===== src/rtl/alu_pkg.sv =====
// rtl/alu_pkg.sv - shared ALU demo types and constants
//
// Purpose: common definitions for the sequential multiplier and its adder.
//   MUL_WIDTH   : operand/result width (the adder is fixed at 32 bits)
//   CNT_W       : iteration counter width
//   mul_state_t : multiplier FSM states
package alu_pkg;

    localparam int MUL_WIDTH = 32;
    localparam int CNT_W     = $clog2(MUL_WIDTH);

    typedef enum logic [1:0] {
        IDLE = 2'd0,
        RUN  = 2'd1,
        DONE = 2'd2
    } mul_state_t;

endpackage


===== src/rtl/mul_seq_add.sv =====
// rtl/mul_seq_add.sv - 32-bit combinational adder used by the multiplier
//
// Purpose: sum = a + b, carry out of bit 31 discarded.
// Ports:
//   a   in  32  addend
//   b   in  32  addend
//   sum out 32  (a + b) mod 2^32
module Add (
    input  logic [31:0] a,
    input  logic [31:0] b,
    output logic [31:0] sum
);

    assign sum = a + b;

endmodule


===== src/rtl/mul_seq.sv =====
// rtl/mul_seq.sv - iterative radix-2 shift-add unsigned multiplier
//
// Purpose: returns the low WIDTH bits of a*b, one multiplier bit per clock.
// Ports:
//   clk       in  1      rising-edge clock
//   rst       in  1      asynchronous active-high reset
//   in_valid  in  1      operand pair valid
//   in_ready  out 1      block can accept operands (IDLE only)
//   a         in  WIDTH  multiplicand
//   b         in  WIDTH  multiplier
//   out_valid out 1      product valid (DONE)
//   out_ready in  1      consumer accepts product
//   product   out WIDTH  (a*b) mod 2^WIDTH, held until the output handshake
//   busy      out 1      high in RUN or DONE
module mul_seq
    import alu_pkg::*;
#(
    parameter int WIDTH      = MUL_WIDTH,
    parameter bit EARLY_EXIT = 1'b1
) (
    input  logic             clk,
    input  logic             rst,
    input  logic             in_valid,
    output logic             in_ready,
    input  logic [WIDTH-1:0] a,
    input  logic [WIDTH-1:0] b,
    output logic             out_valid,
    input  logic             out_ready,
    output logic [WIDTH-1:0] product,
    output logic             busy
);

    mul_state_t       state;
    mul_state_t       state_nxt;

    logic [WIDTH-1:0] mcand;
    logic [WIDTH-1:0] mplier;
    logic [WIDTH-1:0] acc;
    logic [CNT_W-1:0] cnt;

    logic [WIDTH-1:0] add_sum;
    logic [WIDTH-1:0] acc_nxt;
    logic             accept;
    logic             zero_b;
    logic             run_last;

    Add u_add (
        .a   (acc),
        .b   (mcand),
        .sum (add_sum)
    );

    assign acc_nxt = mplier[0] ? add_sum : acc;
    assign accept  = in_valid & in_ready;
    assign zero_b  = EARLY_EXIT && (b == '0);

    // Last iteration: full count reached, or (early exit) no set bits left
    // after this shift.
    assign run_last = (cnt == CNT_W'(WIDTH - 1)) ||
                      (EARLY_EXIT && (mplier[WIDTH-1:1] == '0));

    always_ff @(posedge clk or posedge rst) begin
        if (rst) begin
            state <= IDLE;
        end else begin
            state <= state_nxt;
        end
    end

    always_comb begin
        state_nxt = state;
        in_ready  = 1'b0;
        out_valid = 1'b0;
        busy      = 1'b0;
        case (state)
            IDLE: begin
                in_ready = 1'b1;
                if (in_valid) begin
                    state_nxt = zero_b ? DONE : RUN;
                end
            end
            RUN: begin
                busy = 1'b1;
                if (run_last) begin
                    state_nxt = DONE;
                end
            end
            DONE: begin
                busy      = 1'b1;
                out_valid = 1'b1;
                if (out_ready) begin
                    state_nxt = IDLE;
                end
            end
            default: begin
                state_nxt = IDLE;
            end
        endcase
    end

    // product is loaded with the final accumulator value on the edge that
    // enters DONE, so it is stable for the whole DONE period.
    always_ff @(posedge clk or posedge rst) begin
        if (rst) begin
            mcand   <= '0;
            mplier  <= '0;
            acc     <= '0;
            cnt     <= '0;
            product <= '0;
        end else begin
            case (state)
                IDLE: begin
                    if (accept) begin
                        mcand  <= a;
                        mplier <= b;
                        acc    <= '0;
                        cnt    <= '0;
                        if (zero_b) begin
                            product <= '0;
                        end
                    end
                end
                RUN: begin
                    acc    <= acc_nxt;
                    mcand  <= mcand << 1;
                    mplier <= mplier >> 1;
                    cnt    <= cnt + CNT_W'(1);
                    if (run_last) begin
                        product <= acc_nxt;
                    end
                end
                default: begin
                end
            endcase
        end
    end

endmodule


===== config.mk =====
export PLATFORM = sky130hd
export DESIGN_NAME = mul_seq
export DESIGN_NICKNAME = d
export VERILOG_FILES = /design/src/rtl/alu_pkg.sv /design/src/rtl/mul_seq_add.sv /design/src/rtl/mul_seq.sv
export SDC_FILE = /design/constraint.sdc
export NUM_CORES = 1
export LEC_CHECK = 0
export ABC_AREA = 1
export CORE_MARGIN = 8
export CORE_UTILIZATION = 25
export DETAILED_ROUTE_END_ITERATION = 8
export PLACE_DENSITY = 0.54
export SLEW_MARGIN = 0
export SYNTH_ARGS = -nofsm -noshare
export SYNTH_HDL_FRONTEND = slang
export SYNTH_HIERARCHICAL = 1
export SYNTH_SLANG_ARGS = --single-unit
export TNS_END_PERCENT = 50

===== constraint.sdc =====
create_clock -name clk -period 6.6 [get_ports clk]
set_input_delay 1.98 -clock clk [delete_from_list [all_inputs] [get_ports clk]]
set_output_delay 1.98 -clock clk [all_outputs]
set_load 0.02 [all_outputs]

==> results_dict.tcl, run 1 <==
set metrics [dict create \
    hold_class "flip-flop to flip-flop" \
    clk_latency_ns 0.43 \
    synthTopCellsByArea "dfrtp_1 (38%), nand2_1 (19%), inv_1 (7.7%)" \
    final_cell_mix "nand2_1 (442), inv_1 (182), dfrtp_1 (135)" \
    grt_setup_unrepaired "no" \
    peakVddDrop_mv 0.234 \
    grt_pass1_wl_mm 41.8 \
    nFillCells 3876 \
    drtIter0Drc 410 \
    end_kind "flip-flop" \
    clock_sinks 135 \
    overflow 0 \
    crit_slowest_cell "buf_4" \
    area_growth_pct 22.7 \
    drc 0 \
    vias 8129 \
    grt_pass1_vias 8257 \
    top_usage_layer "met2" \
    clk_pin_slew_worst_paths_ns 0.06 \
    crit_chain "clkdlybuf4s50_1, inv_1, nand2_1, nand2_1, nand2_8, buf_4, o211ai_1, o21ai_0" \
    pre_cts_ws_ns 1.99 \
    yosys_warnings 6 \
    max_cap_viol_count 0 \
    ys_seq_elements 135 \
    use_met1 0.159 \
    cp.arrival_ns 4.47 \
    die_h_um 204 \
    finalSetupTns_ns 0 \
    hold_viol 0 \
    mostFrequentLayoutCell "nand2_1" \
    setup_viol 0 \
    regToRegSetupSlack_ns 3.65 \
    dieWidth_um 204 \
    worstMarginPinSlew_ns 0.955 \
    gp_congestion 0.871 \
    dp_hpwl_mm 18.4 \
    grt_max_degree 127 \
    required_ns 6.94 \
    slowest_delay_ns 0.78 \
    dr.pass1.iters 5 \
    finalCritPeriodShare 0.627 \
    root_buffer "clkbuf_16" \
    rows 69 \
    cp_max_fo 126 \
    antenna_found_initial 1 \
    finalNetCount 1478 \
    fmax_mhz 242 \
    drive_above_1_share 0.0519 \
    critPathKind "input port to flip-flop" \
    crit_path_end "mplier[3]$_DFFE_PP0P_" \
    synth.avg_cell_area_sq_um 6.81 \
    cts_hold_buf 0 \
    start_util 0.252 \
    dieArea_sq_mm 0.0417 \
    cts_tree "built" \
    whs_path_depth 2 \
    timing.rr.start "state[0]$_DFFE_PP0P_" \
    vias_per_cell 4.40 \
    cts_setup_buffers 0 \
    port_buffers 102 \
    drt_wl_total_mm 24.8 \
    grt_util_all_layers 0.124 \
    fin_ws_ns 2.46 \
    coreArea_sq_mm 0.0352 \
    synth_top_area_cell "dfrtp_1" \
    skew_ns 0.0106 \
    drt-wirelength-per-cell_um 13.4 \
    powerDensity_mw_per_mm2 520 \
    synth_nets 1407 \
    synthDistinctLibCells 31 \
    h-tree-depth 4 \
    ys_seq_area_frac 0.381 \
    ff2ff_path_depth 8 \
    critPathLaunch "in_valid" \
    cts_buffer_depth 2 \
    critPathLaunchType "input port" \
    slew_headroom 0.363 \
    min_period_ns 4.14 \
    ios 103 \
    status "completed" \
    drv_slew 0 \
    ctsResizeCount 0 \
    syn_area_sq_mm 0.00886 \
    cts_buffers 17 \
    netlist_instances 1302 \
    synthDominantCellAreaShare 0.381 \
    p_leak_nw 5.35 \
    crit_path_frequent_cell "nand2_1" \
    grt_use_met3 0.0325 \
    r2r_end "mplier[3]$_DFFE_PP0P_" \
    grt_use_met2 0.200 \
    drt.antenna.violating_nets 0 \
]
## per-layer routing
layer	part of all wire	wire length, um
met1	0.49	12000
met2	0.45	11200
met3	0.046	1150
met4	0.015	378
met5	0.00052	13
## cell type report
class	instances	area, sq um	share of cell area
clock inverters	13	148	0.0136
diodes	2	5.00	0.000460
flip-flops and latches	135	3380	0.311
multi-input cells	923	4540	0.418
inverters	186	703	0.0647
well taps	461	577	0.0530
clock buffers	19	443	0.0407
repair buffers	110	1080	0.0994
## state kept, by name, indices dropped and copies added, names as in the netlist
name and cells:
acc 32, product 32, mplier 32, mcand 32
state 2, cnt 5
## Yosys cell counts (all sizes together)
| cell | instances |
|---|---|
| nand3 | 30 |
| o21ai | 101 |
| a31oi | 31 |
| inv | 186 |
| a21o | 1 |
| a22o | 1 |
| nor3 | 5 |
| o211ai | 31 |
| ha | 36 |
| a21oi | 57 |
| dfrtp | 135 |
| o21bai | 2 |
| or2 | 1 |
| nand2 | 457 |
| fa | 1 |
| nor2 | 116 |
| buf | 33 |
| xor2 | 14 |
| nand4 | 36 |
| xnor2 | 2 |
| clkbuf | 25 |
| o22ai | 1 |
## metrics by stage
| stage | utilization | instance area (sq um) | total power [W] | instances | hold slack (ns) |
|---|---|---|---|---|---|
| global placement | 0.292 | 10300 | 0.00472 | 1815 | 0.457 |
| finish | 0.309 | 10900 | 0.00566 | 1849 | 0.469 |
| floorplan | - | 8860 | 0.00390 | 1302 | 0.448 |
| detailed placement | 0.292 | 10300 | 0.00475 | 1815 | 0.460 |
| global route | 0.309 | 10900 | 0.00630 | 1847 | 0.501 |
| CTS | 0.309 | 10900 | 0.00574 | 1847 | 0.476 |
## cell families after synthesis
group,count (synthesis),synth area share
compound gates,225,0.143
simple gates,645,0.298
flops,135,0.381
fa+ha+maj,37,0.0531
buf+inv,244,0.110
xor+xnor,16,0.0158
## worst min path at each step
| stage | from | slack, ns | to |
|---|---|---|---|
| finish | product[6]$_DFFE_PP0P_ | 0.47 | product[6]$_DFFE_PP0P_ |
| global route | product[4]$_DFFE_PP0P_ | 0.50 | product[4]$_DFFE_PP0P_ |
| CTS | product[21]$_DFFE_PP0P_ | 0.48 | product[21]$_DFFE_PP0P_ |
| detailed placement | product[21]$_DFFE_PP0P_ | 0.46 | product[21]$_DFFE_PP0P_ |
| global placement | product[22]$_DFFE_PP0P_ | 0.46 | product[22]$_DFFE_PP0P_ |
| floorplan | cnt[4]$_DFFE_PP0P_ | 0.45 | cnt[4]$_DFFE_PP0P_ |
## worst max-delay path: cells and delay by family
family	cells	cell delay, ns
compound gates	2	0.35
buf+inv	3	1.29
simple gates	3	0.79
## power by group
group	internal, W	switching (W)
clock	0.000569	0.000386
combinational	0.00110	0.00218
sequential	0.00118	0.000240
total	0.00285	0.00281
Note: power is estimated with default switching activity, not from simulation.
==> run 2: changes to the inputs <==
- PLACE_DENSITY: 0.54 -> 0.55
- clock period: 6.6 -> 3.58 ns (I/O delays scaled with it)
==> results_dict.tcl, run 2 (same netlist as run 1, synthesis figures left out) <==
set metrics [dict create \
    grt_use_met3 0.0344 \
    drc 0 \
    cts_buffer_depth 2 \
    ctsResizeCount 0 \
    drt-wirelength-per-cell_um 13.6 \
    regToRegSetupSlack_ns 0.92 \
    crit_path_end "in_ready" \
    timing.rr.start "mcand[0]$_DFFE_PP0P_" \
    area_growth_pct 23.9 \
    grt_max_degree 83 \
    crit_family "buffers and inverters" \
    die_h_um 204 \
    cp_num_cells 3 \
    skew_ns 0.0118 \
    finalCritPeriodShare 0.851 \
    slew_headroom 0.431 \
    slowest_delay_ns 0.68 \
    dieArea_sq_mm 0.0417 \
    hold_viol 0 \
    setup_viol 0 \
    dieWidth_um 204 \
    critical_path_buf_inv_count 2 \
    cp_max_fo 5 \
    peakVddDrop_mv 0.527 \
    root_buffer "clkbuf_16" \
    max_cap_viol_count 0 \
    finalNetCount 1485 \
    fin_ws_ns 0.532 \
    min_period_ns 3.05 \
    grt_use_met2 0.201 \
    cts_hold_buf 0 \
    required_ns 2.51 \
    cts_setup_buffers 0 \
    use_met1 0.165 \
    drv_slew 0 \
    gp_congestion 0.854 \
    clk_latency_ns 0.43 \
    drive_above_1_share 0.0560 \
    final_cell_mix "nand2_1 (442), inv_1 (182), dfrtp_1 (135)" \
    grt_util_all_layers 0.124 \
    hold_class "flip-flop to flip-flop" \
    nFillCells 3871 \
    drt.antenna.violating_nets 0 \
    coreArea_sq_mm 0.0352 \
    dp_hpwl_mm 18.7 \
    pre_cts_ws_ns 0.602 \
    crit_slowest_cell "clkdlybuf4s50_1" \
    vias_per_cell 4.39 \
    antenna_cells 0 \
    cts_tree "built" \
    grt_pass1_wl_mm 42.4 \
    p_leak_nw 5.40 \
    ff2ff_path_depth 16 \
    cts_buffers 17 \
    powerDensity_mw_per_mm2 966 \
    finalSetupTns_ns 0 \
    ios 103 \
    grt_pass1_vias 8215 \
    critPathLaunch "state[0]$_DFFE_PP0P_" \
    cp.arrival_ns 1.97 \
    dr.pass1.iters 5 \
    clk_pin_slew_worst_paths_ns 0.06 \
    top_usage_layer "met2" \
    antenna_found_initial 3 \
    grt_setup_unrepaired "no" \
    h-tree-depth 4 \
    drtIter0Drc 463 \
    r2r_end "acc[28]$_DFFE_PP0P_" \
    drt_wl_total_mm 25.2 \
    critPathLaunchType "flip-flop" \
    vias 8148 \
    clock_sinks 135 \
    end_kind "output pin" \
    port_buffers 102 \
    crit_chain "inv_1, ha_1, clkdlybuf4s50_1" \
    overflow 0 \
    rows 69 \
    mostFrequentLayoutCell "nand2_1" \
    start_util 0.252 \
    worstMarginPinSlew_ns 0.854 \
    status "completed" \
    fmax_mhz 328 \
    critPathKind "flip-flop to output pin" \
]
run 2: changes by cell type in the layout (fill, tap and decap cells not counted), sizes merged:
cell    delta
bufinv     +1
buf        +7
clkinv     -1
diode      -2
run 2: cell type report:
class                           count  area (sq um)  area share
Multi-Input combinational cell    923          4540       0.413
Sequential cell                   135          3380       0.308
Timing Repair Buffer              117          1180       0.108
Inverter                          186           702      0.0639
Tap cell                          461           577      0.0525
Clock buffer                       19           433      0.0394
Clock inverter                     13           170      0.0155
run 2: per-layer routing:
metal / wire length [um] / part of all wire
met5: 37 / 0.0015
met4: 184 / 0.0073
met3: 1250 / 0.050
met2: 11400 / 0.45
met1: 12400 / 0.49
run 2: worst min-delay path by stage:
stage,from,to,slack (ns),cells after the start
floorplan,cnt[4]$_DFFE_PP0P_,cnt[4]$_DFFE_PP0P_,0.45,2
global placement,product[8]$_DFFE_PP0P_,product[8]$_DFFE_PP0P_,0.46,2
detailed placement,product[10]$_DFFE_PP0P_,product[10]$_DFFE_PP0P_,0.46,2
CTS,product[10]$_DFFE_PP0P_,product[10]$_DFFE_PP0P_,0.48,2
global route,product[9]$_DFFE_PP0P_,product[9]$_DFFE_PP0P_,0.50,2
finish,product[8]$_DFFE_PP0P_,product[8]$_DFFE_PP0P_,0.47,2
run 2: through the flow:
stage	utilization	instance area [sq um]	power [W]	hold slack, ns	cells
2_1_floorplan	-	8870	0.00719	0.448	1302
4_1_cts	0.312	11000	0.0107	0.478	1854
5_1_grt	0.312	11000	0.0118	0.502	1854
3_5_place_dp	0.295	10400	0.00885	0.463	1822
3_3_place_gp	0.295	10400	0.00878	0.463	1822
6_report	0.312	11000	0.0106	0.474	1854
run 2: tightest hold or removal path, delay by kind of cell (launching register included):
kind | cells | cell delay (ns)
flops | 1 | 0.34
simple gates | 2 | 0.10
run 2: report_power, final:
part	internal [W]	leakage, nW	switching [W]
clock	0.00110	0.285	0.000727
sequential	0.00218	1.71	0.000456
combinational	0.00209	3.41	0.00405
total	0.00538	5.40	0.00523
==> run 3: changes to the inputs <==
- REMOVE_ABC_BUFFERS: not set -> 1
==> results_dict.tcl, run 3 (same netlist as run 1, synthesis figures left out) <==
set metrics [dict create \
    powerDensity_mw_per_mm2 971 \
    min_period_ns 2.96 \
    dr.pass1.iters 4 \
    root_buffer "clkbuf_16" \
    port_buffers 102 \
    drc 0 \
    cts_hold_buf 0 \
    ctsResizeCount 0 \
    ios 103 \
    hold_class "flip-flop to flip-flop" \
    vias 8118 \
    cts_setup_buffers 0 \
    clock_sinks 135 \
    cp_max_fo 5 \
    rows 69 \
    dp_hpwl_mm 19.0 \
    hold_viol 0 \
    p_sw_w 0.00521 \
    drtIter0Drc 442 \
    drt_wl_total_mm 25.5 \
    drv_slew 0 \
    swShare 0.488 \
    drive_above_1_share 0.0553 \
    overflow 0 \
    antenna_cells 0 \
    p_leak_nw 5.42 \
    pwr-share-seq 0.244 \
    setup_viol 0 \
    required_ns 2.51 \
    peakVddDrop_mv 0.397 \
    internal_power_w 0.00547 \
    grt_setup_unrepaired "no" \
    p_total_w 0.0107 \
    crit_chain "inv_1, ha_1, clkdlybuf4s50_1" \
    critPathKind "flip-flop to output pin" \
    clk_latency_ns 0.42 \
    slowest_delay_ns 0.67 \
    clk_pin_slew_worst_paths_ns 0.06 \
    clkPwrFrac 0.175 \
    area_growth_pct 24.1 \
    critical_path_buf_inv_count 2 \
    dieWidth_um 204 \
    drt.antenna.violating_nets 0 \
    grt_pass1_wl_mm 41.9 \
    cts_buffers 17 \
    critPathLaunchType "flip-flop" \
    whs_ns 0.468 \
    finalCritPeriodShare 0.827 \
    final_cell_mix "nand2_1 (442), inv_1 (182), dfrtp_1 (135)" \
    h-tree-depth 4 \
    dieArea_sq_mm 0.0417 \
    finalSetupTns_ns 0 \
    cts_buffer_depth 2 \
    final_util 0.312 \
    grt_pass1_vias 8092 \
    multiInputGateArea_sq_mm 0.00454 \
    slew_headroom 0.546 \
    vias_per_cell 4.38 \
    comb_power_share 0.581 \
    ff_latch_area_sq_mm 0.00338 \
    fmax_mhz 338 \
    crit_slowest_cell "clkdlybuf4s50_1" \
    skew_ns 0.0121 \
    max_cap_viol_count 0 \
    grt_util_all_layers 0.124 \
    mostFrequentLayoutCell "nand2_1" \
    gp_congestion 0.845 \
    grt_max_degree 68 \
    drt-wirelength-per-cell_um 13.8 \
    crit_family "buffers and inverters" \
    end_kind "output pin" \
    coreArea_sq_mm 0.0352 \
    cts_tree "built" \
    die_h_um 204 \
    antenna_found_initial 4 \
    worstMarginPinSlew_ns 0.681 \
    status "completed" \
    finalNetCount 1484 \
    start_util 0.252 \
    nFillCells 3898 \
    cp.arrival_ns 1.89 \
]
run 3: final timing paths:
check                                        startpoint                       to  slack, ns  cells after the start
worst max-delay path               state[0]$_DFFE_PP0P_                 in_ready       0.62                      3
worst min-delay path            product[14]$_DFFE_PP0P_  product[14]$_DFFE_PP0P_       0.47                      2
worst max register to register     mcand[0]$_DFFE_PP0P_  product[20]$_DFFE_PP0P_       0.97                     15
worst min register to register  product[14]$_DFFE_PP0P_  product[14]$_DFFE_PP0P_       0.47                      2
max in group asynchronous                           rst      acc[14]$_DFFE_PP0P_       1.83                      3
min in group asynchronous                           rst     state[1]$_DFFE_PP0P_       1.10                      2
run 3: routing by layer:
| metal | routed length, um | GRT usage | up-vias | share of wire |
|---|---|---|---|---|
| li1 | - | - | 4288 | - |
| met1 | 12100 | 0.156 | 3688 | 0.48 |
| met2 | 11800 | 0.208 | 108 | 0.46 |
| met3 | 1120 | 0.0320 | 26 | 0.044 |
| met4 | 329 | 0.0339 | 8 | 0.013 |
| met5 | 49 | 0 | - | 0.0019 |
run 3: cell type report:
| cell class | count | share of cell area |
|---|---|---|
| clock buffer | 23 | 0.0444 |
| multi-input combinational | 923 | 0.413 |
| timing repair buffer | 116 | 0.107 |
| sequential | 135 | 0.307 |
| tap | 461 | 0.0524 |
| clock inverter | 9 | 0.0126 |
| inverter | 186 | 0.0639 |
run 3: through the flow:
step | std cells | setup slack, ns | cell area (sq um)
4_1_cts | 1853 | 0.584 | 11000
3_5_place_dp | 1821 | 0.621 | 10400
3_3_place_gp | 1821 | 0.645 | 10400
2_1_floorplan | 1244 | -2.31 | 8590
5_1_grt | 1853 | 0.543 | 11000
6_report | 1853 | 0.621 | 11000
run 3: tightest hold or removal path, stage by stage (launching register included):
cell	delay, ns
dfrtp_1	0.34
nand2_1	0.05
nand2_1	0.04
run 3: power groups by stage:
stage / Sequential, W / Combinational, W / Clock [W]
floorplan: 0.00263 / 0.00439 / 0
global placement: 0.00263 / 0.00618 / 0
detailed placement: 0.00264 / 0.00624 / 0
CTS: 0.00262 / 0.00627 / 0.00193
global route: 0.00270 / 0.00713 / 0.00199
finish: 0.00261 / 0.00620 / 0.00187
